### src/rtl/multi_dispatch.sv
// multi_dispatch: operand-side front end for the shift-add multiplier.
//
// Buffers (A,B) operand pairs from a valid/ready producer in a small FIFO and
// feeds them to the multiplier one at a time. A pair is issued only when the
// multiplier reports ready. The next pair is not issued until the multiplier
// returns its result-valid pulse.
//
// Parameters:
//   WIDTH   operand width (matches the multiplier)
//   DEPTH   FIFO entries, power of two, >= 2
//   TIMEOUT WAIT-state watchdog limit in cycles (only with the macro below)
//
// Ports:
//   clk, rst         clock, synchronous active-high reset
//   s_valid/s_ready  producer handshake; s_ready = !full
//   s_A, s_B         producer operands
//   mul_A, mul_B     registered operands to the multiplier
//   mul_i_valid      registered one-cycle start pulse to the multiplier
//   mul_ready        multiplier idle
//   mul_o_valid      multiplier result-valid pulse
//   level            FIFO occupancy, 0..DEPTH
//   busy             high while an operation is issued or outstanding
//   timeout_err      sticky watchdog flag (only with the macro below)
//
// Optional feature: define MULTI_DISPATCH_TIMEOUT_EN to add the WAIT watchdog
// and the timeout_err output. In the default build WAIT persists until
// mul_o_valid arrives.
//
// state   | meaning
// --------+---------------------------------------------------------
// IDLE    | no operation outstanding; issue the head pair when possible
// ISSUE   | start pulse is on mul_i_valid (exactly one cycle)
// WAIT    | waiting for mul_o_valid; operands held stable
module multi_dispatch #(
    parameter int WIDTH   = 4,
    parameter int DEPTH   = 4,
    parameter int TIMEOUT = 64
) (
    input  logic                     clk,
    input  logic                     rst,
    input  logic                     s_valid,
    output logic                     s_ready,
    input  logic [WIDTH-1:0]         s_A,
    input  logic [WIDTH-1:0]         s_B,
    output logic [WIDTH-1:0]         mul_A,
    output logic [WIDTH-1:0]         mul_B,
    output logic                     mul_i_valid,
    input  logic                     mul_ready,
    input  logic                     mul_o_valid,
    output logic [$clog2(DEPTH):0]   level,
`ifdef MULTI_DISPATCH_TIMEOUT_EN
    output logic                     timeout_err,
`endif
    output logic                     busy
);

    localparam int AW = $clog2(DEPTH);
    localparam int PW = AW + 1;

    typedef enum logic [1:0] {
        ST_IDLE  = 2'd0,
        ST_ISSUE = 2'd1,
        ST_WAIT  = 2'd2
    } state_t;

    state_t                 state_q, state_d;
    logic [PW-1:0]          wr_ptr_q, rd_ptr_q;
    logic [2*WIDTH-1:0]     mem_q [DEPTH];
    logic [WIDTH-1:0]       mul_A_q, mul_A_d;
    logic [WIDTH-1:0]       mul_B_q, mul_B_d;
    logic                   mul_i_valid_q, mul_i_valid_d;
    logic [PW-1:0]          level_w;
    logic                   full_w;
    logic                   push_w;
    logic                   pop_w;
    logic [2*WIDTH-1:0]     head_w;

    // Pointers carry one extra MSB, so the difference is the occupancy and
    // full/empty are distinguishable.
    assign level_w = wr_ptr_q - rd_ptr_q;
    assign full_w  = (level_w == PW'(DEPTH));
    assign push_w  = s_valid && !full_w;
    assign head_w  = mem_q[rd_ptr_q[AW-1:0]];

`ifdef MULTI_DISPATCH_TIMEOUT_EN
    localparam int TW = $clog2(TIMEOUT + 1);
    logic [TW-1:0]          tmo_cnt_q, tmo_cnt_d;
    logic                   timeout_err_q, timeout_err_d;
`endif

    always_comb begin
        state_d       = state_q;
        pop_w         = 1'b0;
        mul_A_d       = mul_A_q;
        mul_B_d       = mul_B_q;
        mul_i_valid_d = 1'b0;
`ifdef MULTI_DISPATCH_TIMEOUT_EN
        tmo_cnt_d     = tmo_cnt_q;
        timeout_err_d = timeout_err_q;
`endif
        case (state_q)
            ST_IDLE: begin
                if ((level_w != '0) && mul_ready) begin
                    pop_w         = 1'b1;
                    mul_A_d       = head_w[2*WIDTH-1:WIDTH];
                    mul_B_d       = head_w[WIDTH-1:0];
                    mul_i_valid_d = 1'b1;
                    state_d       = ST_ISSUE;
                end
            end
            ST_ISSUE: begin
                state_d = ST_WAIT;
`ifdef MULTI_DISPATCH_TIMEOUT_EN
                tmo_cnt_d = '0;
`endif
            end
            ST_WAIT: begin
                if (mul_o_valid) begin
                    state_d = ST_IDLE;
                end
`ifdef MULTI_DISPATCH_TIMEOUT_EN
                // Count WAIT cycles; the TIMEOUT-th one gives up and drops
                // the outstanding pair.
                else if (tmo_cnt_q == TW'(TIMEOUT - 1)) begin
                    state_d       = ST_IDLE;
                    timeout_err_d = 1'b1;
                end else begin
                    tmo_cnt_d = tmo_cnt_q + 1'b1;
                end
`endif
            end
            default: state_d = ST_IDLE;
        endcase
    end

    always_ff @(posedge clk) begin
        if (rst) begin
            state_q       <= ST_IDLE;
            wr_ptr_q      <= '0;
            rd_ptr_q      <= '0;
            mul_A_q       <= '0;
            mul_B_q       <= '0;
            mul_i_valid_q <= 1'b0;
        end else begin
            state_q       <= state_d;
            mul_A_q       <= mul_A_d;
            mul_B_q       <= mul_B_d;
            mul_i_valid_q <= mul_i_valid_d;
            if (push_w) wr_ptr_q <= wr_ptr_q + 1'b1;
            if (pop_w)  rd_ptr_q <= rd_ptr_q + 1'b1;
        end
    end

    // Storage needs no reset; the pointers define which entries are valid.
    always_ff @(posedge clk) begin
        if (push_w) mem_q[wr_ptr_q[AW-1:0]] <= {s_A, s_B};
    end

`ifdef MULTI_DISPATCH_TIMEOUT_EN
    always_ff @(posedge clk) begin
        if (rst) begin
            tmo_cnt_q     <= '0;
            timeout_err_q <= 1'b0;
        end else begin
            tmo_cnt_q     <= tmo_cnt_d;
            timeout_err_q <= timeout_err_d;
        end
    end

    assign timeout_err = timeout_err_q;
`endif

    assign s_ready     = !full_w;
    assign level       = level_w;
    assign mul_A       = mul_A_q;
    assign mul_B       = mul_B_q;
    assign mul_i_valid = mul_i_valid_q;
    assign busy        = (state_q != ST_IDLE);

endmodule

### config.mk
export PLATFORM = sky130hd
export DESIGN_NAME = multi_dispatch
export DESIGN_NICKNAME = d
export VERILOG_FILES = /design/src/rtl/multi_dispatch.sv
export SDC_FILE = /design/constraint.sdc
export NUM_CORES = 1
export LEC_CHECK = 0
export BUFFER_PORTS_ARGS = -buffer_cell sky130_fd_sc_hd__buf_2
export CORE_MARGIN = 8
export CORE_UTILIZATION = 40
export DETAILED_ROUTE_END_ITERATION = 8
export PLACE_DENSITY = 0.71
export REMOVE_ABC_BUFFERS = 1
export SLEW_MARGIN = 30
export SYNTH_ARGS = -nofsm -noshare
export SYNTH_HDL_FRONTEND = slang
export SYNTH_SLANG_ARGS = --single-unit
### constraint.sdc
create_clock -name clk -period 5.5 [get_ports clk]
set_clock_uncertainty 0.05 [all_clocks]
set_input_delay 0.55 -clock clk [delete_from_list [all_inputs] [get_ports clk]]
set_output_delay 0.55 -clock clk [all_outputs]
set_load 0.005 [all_outputs]
### Word level (Yosys, flattened, before mapping)

Memories as Yosys holds them, arrays and structs flattened. A register that Yosys moved wholly into a read port is not among the register bits.
Cells that the tools add are included.

| storage, ports and cells | value |
|---|---|
| register bits | 9 |
| bits in writable memories | 32 |
| bits of input ports | 13 |
| output and inout bits | 14 |
| word-level logic and storage cells | 28 |
| memories kept | 1 |

Memory list:

| name | depth | width | rd ports | clocked after Yosys merged registers in | wr ports | RTL line | text |
|---|---|---|---|---|---|---|---|
| mem_q | 4 | 8 | 1 | 1 | 1 | 68 | `logic [2*WIDTH-1:0] mem_q [DEPTH];` |

| operators by class | value |
|---|---|
| add/subtract/negate cells | 3 |
| eq/ne operators | 5 |
| mux-type cells | 7 |
| reductions and logical operators | 8 |

Operators by type and width:

| kind | count |
|---|---|
| $add A3 B1 Y3 const B | 2 |
| $pmux W2 S3 | 1 |
| $mux W1 | 4 |
| $mux W2 | 2 |
| $ne A2 B2 Y1 const B | 2 |
| $reduce_and A2 Y1 | 2 |
| $eq A3 B3 Y1 const B | 1 |
| $reduce_bool A3 Y1 | 1 |
| $sub A3 B3 Y3 | 1 |
| $eq A2 B1 Y1 const B | 1 |
| $eq A2 B2 Y1 const B | 1 |
| $logic_and A1 B1 Y1 | 2 |
| $logic_not A2 Y1 | 1 |
| $reduce_bool A2 Y1 | 1 |
| $logic_not A1 Y1 | 1 |

### Logic depth before layout (Yosys ltp)

Gate-level depths: netlist of the first run.

| logic depth | value |
|---|---|
| word-level depth | 6 |
| depth in mapped cells | 6 |
| mapped depth without buffers | 6 |

### Worst setup path after synthesis of the first run

OpenSTA, ideal clock, no wires.

| timing path | value |
|---|---|
| kind | register to register |
| start point | register wr_ptr_q[0] |
| end point | register wr_ptr_q[2] |
| library setup time | 0.121 ns |
| arrival | 2.333 ns |
| required time | 5.329 ns |
| setup slack | 2.997 ns |
| cell stages (with the launch flop) | 7 |
| path buffers | 0 |
| clock period less this slack | 2.503 ns |
| path through | dfxtp_1 > inv_1 > ha_1 > fa_1 > xor3_2 > a31oi_1 > mux2_2 |

| between the ends | value |
|---|---|
| cells in the longest elaborated chain, start to end | 4 |
| elaborated cells on any way between the ends | 5 |
| classes of those cells | add/sub (2); eq/ne (1); reduce/logical (2) |

Ends and longest elaborated chain:

| item | RTL line | text |
|---|---|---|
| start: declaration | 67 | `logic [PW-1:0] wr_ptr_q, rd_ptr_q;` |
| start signal: assignment | 149 | `if (push_w) wr_ptr_q <= wr_ptr_q + 1'b1;` |
| $sub A3 B3 Y3 | 80 | `assign level_w = wr_ptr_q - rd_ptr_q;` |
| named net level[2] | 50 | `output logic [$clog2(DEPTH):0] level,` |
| $eq A3 B3 Y1 | 81 | `assign full_w = (level_w == PW'(DEPTH));` |
| $logic_not A1 Y1 | 82 | `assign push_w = s_valid && !full_w;` |
| $logic_and A1 B1 Y1 | 82 |  |

The timed path passes the listed nets, and every way through them passes these cells.
A chain may end at the register's enable or synchronous reset.

### Final worst setup path of the first run

| timing path | value |
|---|---|
| start point | register rd_ptr_q[0] |
| end point | register wr_ptr_q[2] |

| between the ends | value |
|---|---|
| cells in the longest elaborated chain, start to end | 4 |

Ends and longest elaborated chain:

| item | RTL line | text |
|---|---|---|
| start: declaration | 67 |  |
| start signal: assignment | 150 | `if (pop_w) rd_ptr_q <= rd_ptr_q + 1'b1;` |
| $sub A3 B3 Y3 | 80 |  |
| $eq A3 B3 Y1 | 81 |  |
| $logic_not A1 Y1 | 82 |  |
| $logic_and A1 B1 Y1 | 82 |  |

No other way between the ends.

==> results of run 1 <==
-- logic make-up (layout without fill, tap and decap cells) --
kind of cell / count (synthesis) / count (layout) / synth area share [%]
AO/OA/AOI/OAI: 6 / 6 / 3.228
XOR/XNOR: 1 / 1 / 1.195
adder cells (fa/ha/maj): 7 / 7 / 4.543
buffers and inverters: 11 / 40 / 2.092
flip-flops: 49 / 49 / 62.16
multiplexers: 22 / 22 / 15.66
AND/OR/NAND/NOR: 41 / 41 / 11.12
-- synthesized netlist by cell type (2+ instances only) --
cell	instances	share of area, %
and2_1	3	0.90
buf_2	2	0.48
clkbuf_1	3	0.54
dfxtp_1	17	16
edfxtp_1	32	46
ha_1	6	3.6
inv_1	6	1.1
mux2_2	2	1.1
mux2i_1	11	5.3
mux4_2	8	8.6
nand2_1	2	0.36
nand2b_1	20	6.0
nand3_1	2	0.48
nor2_1	8	1.4
nor2b_1	2	0.60
nor3b_1	2	0.72
-- state kept, by name (all words and copies together) (netlist names) --
signal       cells
mul_A            4
mul_i_valid      1
state_q          2
rd_ptr_q         3
mul_B            4
mem_q           32
wr_ptr_q         3
-- stage by stage --
step / instance area, um2 / util, % / setup WS, ns
2_1_floorplan: 2072 / - / 2.920
3_3_place_gp: 2290 / 45.12 / 2.537
3_5_place_dp: 2290 / 45.12 / 2.393
4_1_cts: 2397 / 47.24 / 2.374
5_1_grt: 2404 / 47.36 / 2.529
6_report: 2404 / 47.36 / 2.717
-- layer usage --
layer / vias to the layer above / track usage [%] / share of wire, %
met5: - / 0 / 0
met4: 0 / 2.765 / 0.82
met3: 4 / 3.621 / 4.6
met2: 16 / 18.81 / 55
met1: 555 / 10.42 / 40
li1: 547 / - / -
-- critical path: stages (launching register included) --
cell     delay [ns]
dfxtp_1        0.76
ha_1           0.28
fa_1           0.20
xor3_2         0.37
a31oi_2        0.62
mux2_2         0.40
-- cells in the final DEF (no fill, tap or decap), types with 2 or more instances in the layout --
cell      synthesis  layout
mux2_2            2       2
nor2_1            8       8
mux4_2            8       8
nand2b_1         20      20
mux2i_1          11      11
nand3_1           2       2
nor3b_1           2       2
ha_1              6       6
clkbuf_8          0       5
inv_1             6       6
dfxtp_1          17      17
nand2_1           2       2
edfxtp_1         32      32
nor2b_1           2       2
and2_1            3       3
buf_2             2      26
-- worst min path at each step --
stage	to	start
final	mem_q[3][3]$_DFFE_PP_	s_B[3]
after global routing	mem_q[3][7]$_DFFE_PP_	s_A[3]
after CTS	mem_q[3][3]$_DFFE_PP_	s_B[3]
after detailed placement	mul_A[0]$_SDFFE_PP0P_	mul_A[0]$_SDFFE_PP0P_
after global placement	mul_A[1]$_SDFFE_PP0P_	mul_A[1]$_SDFFE_PP0P_
after floorplan	mul_A[1]$_SDFFE_PP0P_	mul_A[1]$_SDFFE_PP0P_
-- power by group through the flow --
stage | sequential (W) | combinational [W] | clock, W
after global placement | 0.000517 | 0.000320 | 0
after floorplan | 0.000515 | 0.000221 | 0
after global routing | 0.000523 | 0.000359 | 0.000262
after CTS | 0.000514 | 0.000333 | 0.000244
final | 0.000512 | 0.000328 | 0.000238
after detailed placement | 0.000522 | 0.000334 | 0
-- cell type report --
type                            count  area, um2  share of cell area (%)
Clock inverter                      2      13.76                  0.5726
Inverter                            6      22.52                  0.9370
Sequential cell                    49       1301                   54.14
Timing Repair Buffer               26      130.1                   5.414
Clock buffer                        6      93.84                   3.904
Tap cell                           70      87.58                   3.644
Multi-Input combinational cell     77      754.5                   31.39
==> results.toml, run 1 <==
[routing]
wire_per_inst_um = 15.44
vias = 1122
drt-initial-drc-count = 73
totalWireLength_um = 3645
drc = 0
vias_per_cell = 4.754
firstDrtPassIters = 4
ant_nets = 0

[floorplan]
pin_count = 27
row_count = 26
core-area_um2 = 5075
die_area_um2 = 7804
fp.dieW_um = 88.34
initial_core_util_pct = 41.25
die_y_um = 88.34

[sta]
finalSetupTns_ns = 0
hold_viol = 0
report.final.slew_viol_count = 0
setup_violations = 0
max_freq_mhz = 359.4
tightest_slew_ns = 0.6665
hold_ws_ns = 0.4207
fin_crit_ns = 2.783
slew_headroom_pct = 55.42
rsz0062_at_grt = "no"
period_share_pct = 50.60

[global_routing]
grt_pass1_wl_um = 5989
antenna_found_initial = 0
grt_overflow = 0
gr-usage-all-layers_pct = 10.14
grt_pass1_vias = 1243
grt_start_max_net_pins = 33

[flow_run]
drv_cap = 0

[clocking]
htree_levels = 2
clkSlewWorstSetupHoldPaths_ns = 0.09
root_buffer = "clkbuf_8"
clk_path_buf_depth = 2
numClockSinks = 49
cts_tree = "yes"
post_cts_resized = 0
clk_latency_ns = 0.29
numCtsBuffers = 5
ctsHoldBuffers = 0
cts_setup_buffers = 0

[power]
vdd.ir_drop.worst_uv = 239.8
p_comb_share_pct = 30.4
switchingPower_w = 0.0003341
internal_power_w = 0.0007441
p_total_w = 0.001078
clkPwrFrac_pct = 22.1
swShare_pct = 30.99
p_per_area_nw_per_um2 = 448.6
p_leak_nw = 0.9309
pwr-share-seq_pct = 47.5

[placement]
place_inst = 228
dp.final_hpwl_um = 2660
port_buffers = 26
place.gp.congestion = 0.7752

[layout]
n_antenna_cell = 0
drive_above_1_share_pct = 30.12
nFillCells = 463
finalNonFillerCells = 236
area_delta_synth_final_pct = 14.82
num-nets-final = 185

[worst_setup_path]
required_ns = 5.64
worstReg2RegStart = "rd_ptr_q[0]$_SDFFE_PP0P_"
criticalPathCategory = "reg2reg"
crit_fanout = 12
ff2ff_path_depth = 5
cp-start-kind = "flip-flop"
worstPathArrival_ns = 2.92
r2r_end = "wr_ptr_q[2]$_SDFFE_PP0N_"
critPathCaptureType = "flip-flop"
setup.worst_path.end = "wr_ptr_q[2]$_SDFFE_PP0N_"
r2r_slack_ns = 2.72
crit_start = "rd_ptr_q[0]$_SDFFE_PP0P_"

[worst_hold_path]
whs_path_depth = 1
hold_class = "in2reg"

[logic_synthesis]
ys_warn_count = 0
yosysSeqAreaShare_pct = 62.16
synth_flop_cell = "edfxtp_1"
synth_area_per_cell_um2 = 15.28
ys_types = 27
synth_area_um2 = 2093
synth_edf_count = 32
ys_seq_elements = 49
ys_async_sr_fraction_pct = 0
synthCells = 137

[run_status]
outcome = "finished clean"
Note: power is estimated with default switching activity, not from simulation.
==> run 2, diff against run 1 <==
clock period = 2.7 ns   (was 5.5 ns; I/O delays follow)
==> run 2 against run 1 <==
Effect of this change: sequential share of layout area down 0.11 points; combinational power increased by 120%; global-route usage rose by 0.24 points; setup slack worse by 2.6 ns; final area rose by 0.21%; total power is 100% higher; first-iteration DRC count fell by 18%; register-to-register slack lost 2.6 ns; sequential power grew 99%; die area unchanged; critical path depth increased by 1.
==> results.toml, run 2 (synthesis results as in run 1) <==
[sta]
hold_viol = 0
setup_violations = 0
tightest_slew_ns = 0.7227
max_freq_mhz = 393.9
slew_headroom_pct = 51.71
fin_crit_ns = 2.539
period_share_pct = 94.03
hold_ws_ns = 0.1422
finalSetupTns_ns = 0
report.final.slew_viol_count = 0
rsz0062_at_grt = "no"

[placement]
dp.final_hpwl_um = 2777
place.gp.congestion = 0.7732
port_buffers = 26
place_inst = 231

[clocking]
htree_levels = 2
clk_latency_ns = 0.29
numCtsBuffers = 5
cts_tree = "yes"
numClockSinks = 49
post_cts_resized = 0
clk_path_buf_depth = 2
cts_setup_buffers = 0
ctsHoldBuffers = 0
root_buffer = "clkbuf_8"
clkSlewWorstSetupHoldPaths_ns = 0.09

[power]
swShare_pct = 31.02
vdd.ir_drop.worst_uv = 439.8
pwr-share-seq_pct = 46.9
p_per_area_nw_per_um2 = 899.5
internal_power_w = 0.001494
clkPwrFrac_pct = 20.3
p_comb_share_pct = 32.8
p_leak_nw = 0.9412
switchingPower_w = 0.0006721

[global_routing]
grt_pass1_wl_um = 6058
antenna_found_initial = 0
grt_overflow = 0
gr-usage-all-layers_pct = 10.38
grt_start_max_net_pins = 33
grt_pass1_vias = 1250

[floorplan]
fp.dieW_um = 88.34
pin_count = 27
die_area_um2 = 7804
die_y_um = 88.34
initial_core_util_pct = 41.25
row_count = 26
core-area_um2 = 5075

[worst_setup_path]
critPathCaptureType = "flip-flop"
cp-start-kind = "flip-flop"
worstPathArrival_ns = 2.43
required_ns = 2.59
crit_fanout = 8
criticalPathCategory = "reg2reg"
r2r_slack_ns = 0.16
ff2ff_path_depth = 6

[flow_run]
drv_cap = 0

[layout]
layout_common_cells = "edfxtp_1, buf_2, nand2b_1, dfxtp_1, mux2i_1"
finalNonFillerCells = 239
nFillCells = 474
n_antenna_cell = 0
final_util_pct = 47.46
num-nets-final = 188
drive_above_1_share_pct = 30.77
largest_reg_flops = 32
final_common_cell = "edfxtp_1"
area_delta_synth_final_pct = 15.06

[run_status]
outcome = "finished clean"

[routing]
drt-initial-drc-count = 60
vias_per_cell = 4.782
vias = 1143
drc = 0
wire_per_inst_um = 15.76
ant_nets = 0
totalWireLength_um = 3767
firstDrtPassIters = 4

[worst_hold_path]
whs_path_depth = 1
hold_class = "in2reg"
[run 2: cell count changes in the layout (fill, tap and decap cells not counted)]
| cell | change |
|---|---|
| clkbuf_8 | +1 |
| buf_4 | +3 |
| a31oi_2 | -1 |
| clkbuf_16 | -1 |
| inv_6 | -1 |
| clkinv_4 | +1 |
| a31oi_1 | +1 |
[run 2: worst paths after layout]
kind,endpoint,start
min,mem_q[0][2]$_DFFE_PP_,s_B[2]
max reg2reg,mem_q[2][4]$_DFFE_PP_,wr_ptr_q[0]$_SDFFE_PP0N_
max,mem_q[2][4]$_DFFE_PP_,wr_ptr_q[0]$_SDFFE_PP0N_
min reg2reg,mul_B[2]$_SDFFE_PP0P_,mul_B[2]$_SDFFE_PP0P_
[run 2: area by class of cell]
| type | instances | area [um2] | share of cell area [%] |
|---|---|---|---|
| multi-input combinational | 77 | 748.2 | 31.06 |
| tap | 70 | 87.58 | 3.636 |
| inverter | 6 | 22.52 | 0.9351 |
| clock buffer | 6 | 82.58 | 3.429 |
| timing repair buffer | 29 | 152.6 | 6.338 |
| clock inverter | 2 | 13.76 | 0.5714 |
| sequential | 49 | 1301 | 54.03 |
[run 2: through the flow]
| step | total power [W] | setup WS [ns] | area [um2] |
|---|---|---|---|
| 6_report | 0.002166 | 0.1613 | 2409 |
| 2_1_floorplan | 0.001501 | 0.1201 | 2072 |
| 3_3_place_gp | 0.001717 | 0.2699 | 2312 |
| 4_1_cts | 0.002198 | 0.1638 | 2409 |
| 5_1_grt | 0.002292 | 0.05571 | 2409 |
| 3_5_place_dp | 0.001760 | 0.1816 | 2312 |
[run 2: metal layers]
layer  part of all wire, %  vias up  track usage, %
li1                      -      552               -
met3                   5.9        5           3.250
met5                     0        -               0
met2                    53       31           18.74
met1                    40      555           11.07
met4                   1.3        0           3.687
[run 2: worst max-delay path, cell delays in order (launching register included)]
cell and delay [ns]:
dfxtp_1 0.39, inv_1 0.11, ha_1 0.22, fa_1 0.37
xor3_2 0.35, a31oi_4 0.27, and2_1 0.43
[run 2: power by group through the flow]
stage | registers, W | logic (W) | clock network, W
CTS | 0.00102 | 0.000725 | 0.000455
detailed placement | 0.00104 | 0.000723 | 0
floorplan | 0.00105 | 0.000451 | 0
global placement | 0.00103 | 0.000692 | 0
finish | 0.00102 | 0.000711 | 0.000439
global route | 0.00103 | 0.000774 | 0.000485
==> run 3, diff against run 2 <==
CORE_MARGIN = not set   (was 8)
SETUP_SLACK_MARGIN = 0.3   (was not set)
==> run 3 against run 2 <==
Effect of this change: register-to-register slack gained 0.28 ns; critical endpoint is now s_ready; global-route usage grew 4.5 points; utilization increased by 2.0 points; clock power fell by 7.1%; largest power group unchanged; count of clock-buffer cells in the layout up 1; flip-flop and latch count is the same.
==> results.toml, run 3 (synthesis results as in run 1) <==
[worst_setup_path]
max_stage_delay_ns = 0.38
required_ns = 2.38
worstPathArrival_ns = 1.95
cp-start-kind = "flip-flop"
criticalPathCategory = "reg2out"
ff2ff_path_depth = 6
path_cells = "inv_1, ha_1, fa_1, xor3_2, nand3_1, buf_2"
cp_slowest_cell = "fa_1"
critPathCaptureType = "output pin"
crit_fanout = 8

[sta]
slew_headroom_pct = 55.60
finalSetupTns_ns = 0
rsz0062_at_grt = "no"
tightest_slew_ns = 0.6646
setup_violations = 0
period_share_pct = 83.94
report.final.slew_viol_count = 0
hold_viol = 0
fin_crit_ns = 2.266
max_freq_mhz = 441.2
worst_slack_ns = 0.4335

[clocking]
htree_levels = 2
root_buffer = "clkbuf_8"
numCtsBuffers = 5
clkSlewWorstSetupHoldPaths_ns = 0.09
clk_path_buf_depth = 2
clk_latency_ns = 0.29
numClockSinks = 49
cts_tree = "yes"

[routing]
drt-initial-drc-count = 35
ant_nets = 0
totalWireLength_um = 3557
drc = 0
wire_per_inst_um = 15.01
firstDrtPassIters = 4
vias_per_cell = 4.844
vias = 1148

[power]
switchingPower_w = 0.0006562
p_leak_nw = 0.9391
clkPwrFrac_pct = 19.1
p_total_w = 0.002139
p_per_area_nw_per_um2 = 885.7
vdd.ir_drop.worst_uv = 456.5
p_comb_share_pct = 33.3
swShare_pct = 30.68
internal_power_w = 0.001483
pwr-share-seq_pct = 47.6

[worst_hold_path]
hold_class = "in2reg"
whs_path_depth = 1

[flow_run]
drv_cap = 0

[global_routing]
grt_overflow = 0
grt_start_max_net_pins = 33
grt_pass1_wl_um = 5837
antenna_found_initial = 0
gr-usage-all-layers_pct = 14.88
grt_pass1_vias = 1178

[floorplan]
row_count = 25
pin_count = 27
die_area_um2 = 5526
initial_core_util_pct = 42.90
core-area_um2 = 4880
fp.dieW_um = 74.34
die_y_um = 74.34

[placement]
port_buffers = 26
dp.final_hpwl_um = 2651
place.gp.congestion = 0.7584
dp_slack_ns = 0.1574

[layout]
area_delta_synth_final_pct = 15.36
layout_common_cells = "edfxtp_1, buf_2, nand2b_1, dfxtp_1, mux2i_1"
drive_above_1_share_pct = 32.94
final_common_cell = "edfxtp_1"
nFillCells = 443
regArea_um2 = 1303
n_antenna_cell = 0
multi_input_area_um2 = 762.0
largest_reg_flops = 32
num-nets-final = 189

[run_status]
outcome = "finished clean"
-- run 3: cell count changes in the layout (fill, tap and decap cells not counted), sizes merged --
cell,previous run,this run
buf,29,30
clkbuf,6,7
clkinv,2,0
clkinvlp,0,1
-- run 3: critical path, delay by kind of cell, from the launching register on --
| kind | cells | cell delay, ns |
|---|---|---|
| and+or+nand+nor | 1 | 0.11 |
| buffers and inverters | 2 | 0.23 |
| adders and majority gates | 2 | 0.59 |
| DFF | 1 | 0.36 |
| xor gates and xnor gates | 1 | 0.37 |
-- run 3: power groups by stage --
| stage | clock (W) | sequential (W) | combinational (W) |
|---|---|---|---|
| after floorplan | 0 | 0.00105 | 0.000451 |
| after global placement | 0 | 0.00103 | 0.000671 |
| after detailed placement | 0 | 0.00104 | 0.000700 |
| after CTS | 0.000421 | 0.00102 | 0.000715 |
| after global routing | 0.000442 | 0.00104 | 0.000782 |
| final | 0.000408 | 0.00102 | 0.000713 |
-- run 3: what timing repair did --
action	in CTS	in global routing
gates resized for setup	6	2
pin swaps	0	2
buffers inserted	0	1
hold buffers	0	0
endpoints found under the setup margin	24	33
-- run 3: layout make-up --
cell class	count	share of cell area (%)
inverters	6	0.9326
repair buffers	30	6.632
well taps	67	3.471
flip-flops and latches	49	53.94
clock inverters	1	0.3109
clock buffers	7	3.161
multi-input cells	77	31.55
-- run 3: path summary, 6_finish.rpt --
path	start	to	slack [ns]
worst max-delay path	wr_ptr_q[0]$_SDFFE_PP0N_	s_ready	0.43
worst max register to register	wr_ptr_q[0]$_SDFFE_PP0N_	mem_q[1][1]$_DFFE_PP_	0.44
worst min register to register	mul_B[0]$_SDFFE_PP0P_	mul_B[0]$_SDFFE_PP0P_	0.42
worst min-delay path	s_B[0]	mem_q[3][0]$_DFFE_PP_	0.14
-- run 3: layer usage --
| layer | wire length [um] | vias up | track usage (%) |
|---|---|---|---|
| met4 | 68 | 0 | 8.805 |
| met1 | 1500 | 556 | 18.45 |
| met2 | 1807 | 30 | 23.94 |
| li1 | - | 558 | - |
| met3 | 181 | 4 | 3.388 |
| met5 | 0 | - | 0 |
-- run 3: per-stage QoR --
step	hold slack [ns]	area [um2]	utilization, %	instances
2_1_floorplan	0.2924	2072	-	132
3_3_place_gp	0.4070	2308	47.31	228
3_5_place_dp	0.4157	2308	47.31	228
4_1_cts	0.1318	2400	49.18	236
5_1_grt	0.1337	2415	49.49	237
6_report	0.1396	2415	49.49	237
